**src/rtl/chunked_addsub.sv**
```systemverilog
`default_nettype none
// ============================================================================
// Module      : chunked_addsub
// Description : Multi-cycle add/subtract unit. It processes CHUNK-bit slices
//               LSB first, and a register carries the ripple between cycles.
// Revision    : 1.0 - initial release
// ============================================================================
module chunked_addsub #(
    parameter int WIDTH = 9,
    parameter int CHUNK = 3
) (
    input  logic             clk,
    input  logic             rst_b,
    input  logic             start,
    input  logic [WIDTH-1:0] x,
    input  logic [WIDTH-1:0] y,
    input  logic             carry_in,
    output logic [WIDTH-1:0] sum,
    output logic             busy,
    output logic             done,
    output logic             carry_out,
    output logic             overflow,
    output logic             zero,
    output logic             negative
);

    localparam int c_N     = WIDTH / CHUNK;
    localparam int c_IDX_W = (c_N > 1) ? $clog2(c_N) : 1;
    localparam logic [c_IDX_W-1:0] c_LAST_IDX = c_IDX_W'(c_N - 1);
    localparam logic [c_IDX_W-1:0] c_IDX_ONE  = c_IDX_W'(1);

    localparam logic [1:0] c_ST_IDLE = 2'd0;
    localparam logic [1:0] c_ST_RUN  = 2'd1;
    localparam logic [1:0] c_ST_DONE = 2'd2;

    generate
        if ((WIDTH % CHUNK) != 0) begin : g_bad_chunk
            $error("chunked_addsub: WIDTH must be a multiple of CHUNK");
        end
    endgenerate

    logic [1:0]         r_state;
    logic [WIDTH-1:0]   r_x;
    logic [WIDTH-1:0]   r_y;
    logic [WIDTH-1:0]   r_work;
    logic               r_carry;
    logic [c_IDX_W-1:0] r_idx;

    int                 w_base;
    logic [CHUNK-1:0]   w_x_slice;
    logic [CHUNK-1:0]   w_y_slice;
    logic [CHUNK:0]     w_slice;
    logic [WIDTH-1:0]   w_work_next;

    // r_y already holds the inverted operand in subtract mode, so every slice is a plain add.
    always_comb begin
        w_base      = int'(r_idx) * CHUNK;
        w_x_slice   = r_x[w_base +: CHUNK];
        w_y_slice   = r_y[w_base +: CHUNK];
        w_slice     = {1'b0, w_x_slice} + {1'b0, w_y_slice} + {{CHUNK{1'b0}}, r_carry};
        w_work_next = r_work;
        w_work_next[w_base +: CHUNK] = w_slice[CHUNK-1:0];
    end

    always_ff @(posedge clk or negedge rst_b) begin
        if (!rst_b) begin
            r_state   <= c_ST_IDLE;
            r_x       <= '0;
            r_y       <= '0;
            r_work    <= '0;
            r_carry   <= 1'b0;
            r_idx     <= '0;
            sum       <= '0;
            carry_out <= 1'b0;
            overflow  <= 1'b0;
            zero      <= 1'b0;
            negative  <= 1'b0;
        end else begin
            case (r_state)
                c_ST_IDLE, c_ST_DONE: begin
                    if (start) begin
                        r_x     <= x;
                        r_y     <= y ^ {WIDTH{carry_in}};
                        r_carry <= carry_in;
                        r_idx   <= '0;
                        r_work  <= '0;
                        r_state <= c_ST_RUN;
                    end else begin
                        r_state <= c_ST_IDLE;
                    end
                end
                c_ST_RUN: begin
                    r_work  <= w_work_next;
                    r_carry <= w_slice[CHUNK];
                    if (r_idx == c_LAST_IDX) begin
                        r_state   <= c_ST_DONE;
                        sum       <= w_work_next;
                        carry_out <= w_slice[CHUNK];
                        overflow  <= (r_x[WIDTH-1] == r_y[WIDTH-1]) &&
                                     (w_work_next[WIDTH-1] != r_x[WIDTH-1]);
                        zero      <= (w_work_next == '0);
                        negative  <= w_work_next[WIDTH-1];
                    end else begin
                        r_idx <= r_idx + c_IDX_ONE;
                    end
                end
                default: r_state <= c_ST_IDLE;
            endcase
        end
    end

    assign busy = (r_state == c_ST_RUN);
    assign done = (r_state == c_ST_DONE);

endmodule
`default_nettype wire
```
**config.mk**
```make
export PLATFORM = sky130hd
export DESIGN_NAME = chunked_addsub
export DESIGN_NICKNAME = d
export VERILOG_FILES = /design/src/rtl/chunked_addsub.sv
export SDC_FILE = /design/constraint.sdc
export NUM_CORES = 1
export LEC_CHECK = 0
export CORE_UTILIZATION = 45
export CTS_CLUSTER_DIAMETER = 120
export DETAILED_ROUTE_END_ITERATION = 16
export PLACE_DENSITY = 0.68
export SYNTH_ARGS = -nofsm -noshare
export SYNTH_HDL_FRONTEND = slang
export SYNTH_SLANG_ARGS = --single-unit
```
**constraint.sdc**
```tcl
create_clock -name clk -period 3.4 [get_ports clk]
set_clock_uncertainty 0.05 [all_clocks]
set_input_delay 1.02 -clock clk [delete_from_list [all_inputs] [get_ports clk]]
set_output_delay 1.02 -clock clk [all_outputs]
set_load 0.02 [all_outputs]
```
## After elaboration in Yosys (flattened, before gate mapping)

Index checks and enable logic that the tools add are counted.

| cells by class | value |
|---|---|
| add/sub/neg operators | 4 |
| multiply operators | 1 |
| equal/unequal tests | 8 |
| shift operators | 4 |
| mux-type cells | 11 |
| bitwise operators | 1 |
| reductions and logical operators | 9 |

Operators with widths:

| kind | number |
|---|---|
| negation 4 -> 33 bit | 1 |
| variable shift 3 x 33 -> 9 bit, first input constant | 1 |
| indexed part select 3 x 33 -> 9 bit | 1 |
| case mux 9 bit (2 select lines) | 1 |
| indexed part select 9 x 5 -> 3 bit | 2 |
| bitwise mux 9 bit | 1 |
| logical NOT 9 bit | 1 |
| 2-to-1 mux 9 bit | 1 |
| XOR 9 bit | 1 |
| case mux 2 bit (2 select lines) | 2 |
| 2-to-1 mux 2 bit | 3 |
| AND reduction 2 bit | 3 |
| adder 3 x 3 -> 4 bit | 1 |
| adder 4 x 1 -> 4 bit | 1 |
| == test 2 bit, second input constant | 2 |
| multiplier 2 x 2 -> 4 bit, second input constant | 1 |
| != test 2 bit, second input constant | 2 |
| AND reduction 3 bit | 1 |
| adder 2 x 1 -> 2 bit, second input constant | 1 |
| == test 2 x 1 -> 1 bit, second input constant | 1 |
| logical NOT 2 bit | 1 |
| 2-to-1 mux 1 bit | 2 |
| != test 2 x 1 -> 1 bit, second input constant | 1 |
| case mux 1 bit (2 select lines) | 1 |
| other kinds (5) | 5 |

| word-level totals | value |
|---|---|
| register bits after elaboration | 45 |
| input bits | 22 |
| output and inout port bits | 15 |
| word-level logic and storage cells | 49 |

## Depth between registers and ports, before layout

Gate-level depths: netlist (run 1).

| depth | value |
|---|---|
| word-level depth | 8 |
| depth in mapped cells | 11 |
| depth with buffers taken out | 11 |

## Worst setup path after synthesis (run 1)

No wires, ideal clock.

| timing | value |
|---|---|
| kind | reg2reg |
| from | register r_idx[0] |
| to | register overflow |
| library setup time | 0.082 ns |
| arrival time | 2.440 ns |
| required time | 3.268 ns |
| path slack | 0.828 ns |
| stages on the path, launching flop included | 12 |
| buffers on the path | 1 |
| period minus slack after synthesis | 2.572 ns |
| path through | dfrtp_1 > buf_2 > nor2_1 > nand2_1 > o21ai_0 > fa_1 > inv_1 > fa_1 > xnor2_2 > a22oi_2 > or3_1 > a31oi_1 |

| on the way | value |
|---|---|
| longest elaborated chain between the ends | 8 |
| elaborated cells on any way between the ends | 13 |
| classes of those cells | 3 x add/sub; 1 x mul; 2 x eq/ne; 4 x shift; 1 x mux; 2 x reduce/logical |

RTL lines:

| element | line | source |
|---|---|---|
| start, declared | 47 | `logic [c_IDX_W-1:0] r_idx;` |
| start signal, assigned | 104 | `r_idx <= r_idx + c_IDX_ONE;` |
| multiplier 2 x 2 -> 4 bit | 57 | `w_base = int'(r_idx) * CHUNK;` |
| indexed part select 9 x 5 -> 3 bit (on tied branches) | 58, 59 |  |
| adder 3 x 3 -> 4 bit | 60 | `w_slice = {1'b0, w_x_slice} + {1'b0, w_y_slice} + {{CHUNK{1'b0}}, r_carry};` |
| adder 4 x 1 -> 4 bit | 60 |  |
| indexed part select 3 x 33 -> 9 bit | 62 | `w_work_next[w_base +: CHUNK] = w_slice[CHUNK-1:0];` |
| bitwise mux 9 bit | 62 |  |
| != test 1 bit | 100 | `(w_work_next[WIDTH-1] != r_x[WIDTH-1]);` |
| logical AND 1 bit | 99 | `overflow <= (r_x[WIDTH-1] == r_y[WIDTH-1]) &&` |
| end signal, assigned | 99 |  |
| end, declared | 22 | `output logic overflow,` |

Several ways; a longest one is shown, not always the timed one.
A chain may end at the register's enable or synchronous reset.

## Worst setup path in the final report (run 1)

| timing | value |
|---|---|
| from | register r_idx[1] |
| to | register overflow |

The elaborated chain is that of the path after synthesis.

==> results.ini, run 1 <==
[status]
status = finished clean

[sta]
tns_ns = 0
finalHoldViolations = 0
slew_headroom = 0.369
finalMaxSlewViolations = 0
post-route-period-util = 0.846
clock.fmax_ghz = 0.347
setup_viol = 0
rsz0062_at_grt = false
period_needed_ns = 2.88
worstMarginPinSlew_ns = 0.947

[critical_path]
slowest_stage = dfrtp_1
cp_data_arrival_time_ns = 3.05
path_max_fanout = 10
critical_path_class = reg -> reg
rr_endpoint = overflow$_DFFE_PN0P_
cp-end-kind = flop
path_delay_family = simple AND/OR/NAND/NOR gates
max_stage_delay_ns = 0.50
crit_buf_inv = 2
required_ns = 3.57
r2r_slack_ns = 0.52
r2r_start = r_idx[1]$_DFFE_PN0P_
crit_chain = inv_1 > nor2_1 > nand2_1 > o21ai_0 > fa_1 > inv_1 > fa_1 > xnor2_2 > a22oi_2 > or3_1 > a31oi_1
start_kind = flop
worst_r2r_path_depth = 11

[detailed_routing]
first_iter_violations = 66
routed_wl_mm = 4.20
routedWlPerCell_um = 13.3
drc = 0
via_per_inst = 5.13
num_vias = 1621
firstDrtPassIters = 4
ant_nets = 0

[placement]
gp_congestion = 0.860
dpl-instance-area_sq_um = 2570
hpwl_mm = 3.13
portBuffers = 36

[finish]
final_nets = 294
drive_above_1_share = 0.0606
fin_area_sq_um = 2680
post-route-util = 0.596
final_common_cell = nand2_1
mostFrequentLayoutCells = nand2_1, dfrtp_1, clkdlybuf4s50_1
antenna_cells = 0
area_growth_pct = 22.9

[clocking]
cts_setup_buffers = 0
cts_sinks = 44
path_clk_slew_ns = 0.09
cts_tree = yes
post_cts_resized = 0
clk_latency_ns = 0.30
cts_buffer_depth = 2
htreeDepth = 2
cts_buffers = 5
root_buffer = clkbuf_8
hold_buffers = 0

[grt]
grt_pass1_wl_mm = 7.51
antenna_found_initial = 0
grt_pass1_vias = 1609
overflow = 0
track_usage = 0.190
grt_max_degree = 45

[logic_synthesis]
ys_types = 36
synth-main-ff-cell = dfrtp_1
synthCells = 228
ys_ff_latch = 44
syn-cell-area_sq_um = 2180
synth.net_count = 259
synth_edf_count = 0
yosysWarnings = 0
yosysSeqAreaShare = 0.504
syn_area_per_cell_sq_um = 9.58
ys_async_sr_fraction = 1.00

[flow_run]
drv_cap = 0

[floorplanning]
fp.coreArea_sq_um = 4500
dieArea_sq_um = 5130
start_util = 0.485
rows = 24
die_x_um = 71.7
die_h_um = 71.7
io_pins = 37

[worst_hold_path]
hp-class = reg -> reg
holdPathStages = 2
hold_start = sum[7]$_DFFE_PN0P_
min_delay_worst_endpoint = sum[7]$_DFFE_PN0P_

[power_and_ir_drop]
cellLeakagePower_nw = 1.22
peakVddDrop_mv = 0.391
power_density_nw_per_um2 = 967

[Yosys cell counts (3+ instances only)]
master    number  share of area
ha_1           7          0.040
a21oi_1        7          0.016
xnor2_1        9          0.036
a22o_1         3          0.012
a22oi_1        3          0.010
nor2b_1        8          0.023
nand2_1       57          0.098
inv_1          9          0.015
clkbuf_1       6          0.010
dfrtp_1       44           0.50
nor2_1         3         0.0052
o21ai_0       31          0.071
mux2i_1        6          0.028
nand3_1        4         0.0092
a31oi_1        4          0.011
[where the power goes]
| part | switching (mW) | internal, mW | leakage, nW |
|---|---|---|---|
| clock network | 0.174 | 0.217 | 0.0541 |
| logic | 0.758 | 0.537 | 0.597 |
| registers | 0.170 | 0.737 | 0.571 |
| total | 1.10 | 1.49 | 1.22 |
[routing by layer]
metal	routed length (um)	part of all wire	GRT usage
met4	12	0.0029	0.0479
met5	0	0	0
met1	2040	0.49	0.247
met3	116	0.028	0.0492
met2	2030	0.48	0.318
[worst max path at each step]
stage	to	from	cells after the start	slack [ns]
3_3_place_gp	overflow$_DFFE_PN0P_	r_idx[0]$_DFFE_PN0P_	10	0.64
3_5_place_dp	overflow$_DFFE_PN0P_	r_idx[1]$_DFFE_PN0P_	11	0.49
2_1_floorplan	overflow$_DFFE_PN0P_	r_idx[0]$_DFFE_PN0P_	11	0.83
4_1_cts	overflow$_DFFE_PN0P_	r_idx[1]$_DFFE_PN0P_	11	0.49
5_1_grt	overflow$_DFFE_PN0P_	r_idx[1]$_DFFE_PN0P_	11	0.23
6_report	overflow$_DFFE_PN0P_	r_idx[1]$_DFFE_PN0P_	11	0.52
[state kept, by name, summed over array words and instances (netlist names)]
| name | count |
|---|---|
| carry_out | 1 |
| overflow | 1 |
| r_carry | 1 |
| r_idx | 2 |
| r_state | 2 |
| r_work | 9 |
| r_x | 9 |
| r_y | 9 |
| sum | 9 |
| zero | 1 |
[cell type report]
class                           instances  area (sq um)
Clock buffer                            5          68.8
Clock inverter                          3          42.5
Fill cell                             399          1820
Inverter                               10          37.5
Multi-Input combinational cell        165          1000
Sequential cell                        44          1100
Tap cell                               52          65.1
Timing Repair Buffer                   37           363
[kinds of logic after synthesis]
family / after synthesis / share of synthesized area
and+or+nand+nor: 84 / 0.177
adders and majority gates: 9 / 0.0585
buffers and inverters: 19 / 0.0355
muxes: 6 / 0.0275
AOI/OAI and AO/OA: 56 / 0.154
DFF: 44 / 0.504
xor gates and xnor gates: 10 / 0.0436
[tightest hold or removal path, cell delays in order, from the launching register on]
cell     delay (ns)
dfrtp_1        0.34
nand2_1        0.05
o21ai_0        0.06
[per-stage QoR]
stage	total power [mW]	instances	hold slack, ns	setup WS, ns
finish	2.59	316	0.430	0.522
global route	2.84	316	0.460	0.225
CTS	2.62	316	0.438	0.489
detailed placement	2.23	308	0.418	0.491
global placement	2.20	308	0.411	0.640
floorplan	1.80	228	0.392	0.828
No activity file was read; power rests on OpenSTA's default activity.
==> run 2, diff against run 1 <==
Clock period 3.4 ns to 2.7 ns, I/O delays scaled along.
==> results.ini, run 2 (synthesis gave the netlist of run 1 again) <==
[critical_path]
r2r_start = r_idx[1]$_DFFE_PN0P_  ; unchanged
critical_path_class = reg -> out  ; was reg -> reg
slowest_stage = clkdlybuf4s50_1  ; was dfrtp_1
required_ns = 1.84  ; was 3.57 ns
cp_data_arrival_time_ns = 1.73  ; was 3.05 ns
crit_chain = nand2b_2 > inv_2 > clkdlybuf4s50_1  ; was inv_1 > nor2_1 > nand2_1 > o21ai_0 > fa_1 > inv_1 > fa_1 > xnor2_2 > a22oi_2 > or3_1 > a31oi_1
max_stage_delay_ns = 0.63  ; was 0.50 ns
start_kind = flop  ; unchanged
path_max_fanout = 10  ; unchanged
cp-end-kind = output port  ; was flop
startpoint = r_state[1]$_DFFE_PN0P_  ; was r_idx[1]$_DFFE_PN0P_

[sta]
finalMaxSlewViolations = 0  ; unchanged
fin_ws_ns = 0.105  ; was 0.522 ns
slew_headroom = 0.630  ; was 0.369
post-route-period-util = 0.961
worstMarginPinSlew_ns = 0.554  ; was 0.947 ns
period_needed_ns = 2.59
rsz0062_at_grt = false  ; unchanged
setup_viol = 0  ; unchanged
clock.fmax_ghz = 0.385
tns_ns = 0  ; unchanged
finalHoldViolations = 0  ; unchanged

[clocking]
clk_latency_ns = 0.29  ; was 0.30 ns
cts_sinks = 44  ; unchanged
cts_buffers = 5  ; unchanged
cts_buffer_depth = 2  ; unchanged
root_buffer = clkbuf_8  ; unchanged
htreeDepth = 2  ; unchanged
path_clk_slew_ns = 0.08  ; was 0.09 ns
cts_tree = yes  ; unchanged
hold_buffers = 0  ; unchanged

[status]
status = finished clean  ; unchanged

[finish]
area_growth_pct = 24.6  ; was 22.9%
fill_cells = 419  ; was 399
antenna_cells = 0  ; unchanged
final_nets = 300  ; was 294
mostFrequentLayoutCells = nand2_1, dfrtp_1, clkdlybuf4s50_1  ; unchanged
drive_above_1_share = 0.0778  ; was 0.0606
register_area_sq_um = 1100  ; about the same
layout.cells.non_filler = 322  ; was 316
multi_input_area_sq_um = 1000  ; unchanged
final_common_cell = nand2_1  ; unchanged

[power_and_ir_drop]
netSwitchingPower_mw = 1.41  ; was 1.10 mW
peakVddDrop_mv = 0.425  ; was 0.391 mV
power_density_nw_per_um2 = 1210  ; was 967 nW/um^2
swShare = 0.427  ; was 0.425
pwr-share-comb = 0.534  ; was 0.499
pwr-share-clk = 0.126  ; was 0.151
p_int_mw = 1.89  ; was 1.49 mW
cellLeakagePower_nw = 1.25  ; was 1.22 nW
pwr-share-seq = 0.340  ; was 0.350

[detailed_routing]
num_vias = 1629  ; was 1621
routed_wl_mm = 4.25  ; was 4.20 mm
firstDrtPassIters = 4  ; unchanged
via_per_inst = 5.06  ; was 5.13
first_iter_violations = 91  ; was 66
routedWlPerCell_um = 13.2  ; was 13.3 um
ant_nets = 0  ; unchanged
drc = 0  ; unchanged

[floorplanning]
die_x_um = 71.7  ; unchanged
fp.coreArea_sq_um = 4500  ; unchanged
io_pins = 37  ; unchanged
rows = 24  ; unchanged
die_h_um = 71.7  ; unchanged
start_util = 0.485  ; unchanged
dieArea_sq_um = 5130  ; unchanged

[placement]
portBuffers = 36  ; unchanged
gp_congestion = 0.834  ; was 0.860
dp_slack_ns = 0.147  ; was 0.491 ns
hpwl_mm = 3.25  ; was 3.13 mm
place_inst = 313  ; was 308

[grt]
overflow = 0  ; unchanged
grt_pass1_wl_mm = 7.25  ; was 7.51 mm
grt_max_degree = 31  ; was 45
antenna_found_initial = 0  ; unchanged
grt_pass1_vias = 1528  ; was 1609
track_usage = 0.184  ; was 0.190

[worst_hold_path]
hp-class = in -> async  ; was reg -> reg

[flow_run]
drv_cap = 0  ; unchanged

-- run 2: cell count changes in the layout (fill, tap and decap cells not counted), sizes merged --
cell      before  now
clkinv         1    0
clkinvlp       1    0
bufinv         1    0
buf            2    8
clkbuf         5    8
-- run 2: layer usage --
layer | track usage | wire length [um] | up-vias | part of all wire
met1 | 0.240 | 2020 | 732 | 0.48
met4 | 0.0588 | 42 | 0 | 0.0099
met2 | 0.305 | 2050 | 44 | 0.48
li1 | - | - | 847 | -
met3 | 0.0422 | 135 | 6 | 0.032
met5 | 0 | 0 | - | 0
-- run 2: power groups by stage --
stage	combinational (mW)	clock, mW	sequential, mW
CTS	1.72	0.431	1.12
global route	1.96	0.452	1.16
floorplan	1.09	0	1.17
finish	1.76	0.415	1.12
detailed placement	1.71	0	1.14
global placement	1.70	0	1.12
-- run 2: worst paths after layout --
check | end | slack (ns) | cells past startpoint
min in group clk | sum[0]$_DFFE_PN0P_ | 0.43 | 2
max in group asynchronous | r_x[3]$_DFFE_PN0P_ | 1.67 | 2
worst min register to register | sum[0]$_DFFE_PN0P_ | 0.43 | 2
worst max-delay path | busy | 0.11 | 3
worst min-delay path | sum[4]$_DFFE_PN0P_ | 0.43 | 1
worst max register to register | zero$_DFFE_PN0P_ | 0.15 | 12
-- run 2: cell type report --
| cell class | instances | area share |
|---|---|---|
| multi-input cells | 165 | 0.369 |
| flip-flops and latches | 44 | 0.405 |
| inverters | 10 | 0.0138 |
| repair buffers | 43 | 0.155 |
| clock buffers | 8 | 0.0331 |
| well taps | 52 | 0.0239 |
-- run 2: worst max-delay path, delay by kind of cell, from the launching register on --
family,cells,cell delay [ns]
simple gates,1,0.24
flops,1,0.37
buf+inv,2,0.82
-- run 2: per-stage QoR --
stage                util  power (mW)  instance area, sq um  hold WS (ns)
floorplan               -        2.26                  2180         0.392
global placement    0.582        2.82                  2620         0.406
detailed placement  0.582        2.85                  2620         0.413
CTS                 0.602        3.27                  2710         0.431
global route        0.604        3.56                  2720         0.453
finish              0.604        3.29                  2720         0.428
-- run 2: timing repair --
item | 4_1_cts | 5_1_grt
endpoints found under the setup margin | 0 | 1
resized for setup | 0 | 1
setup buffers | 0 | 1
==> run 3, diff against run 2 <==
Settings changed: TNS_END_PERCENT set to 10.
==> results of run 3 <==
Same layout as run 2: the final DEF is identical, and so are final timing and power.
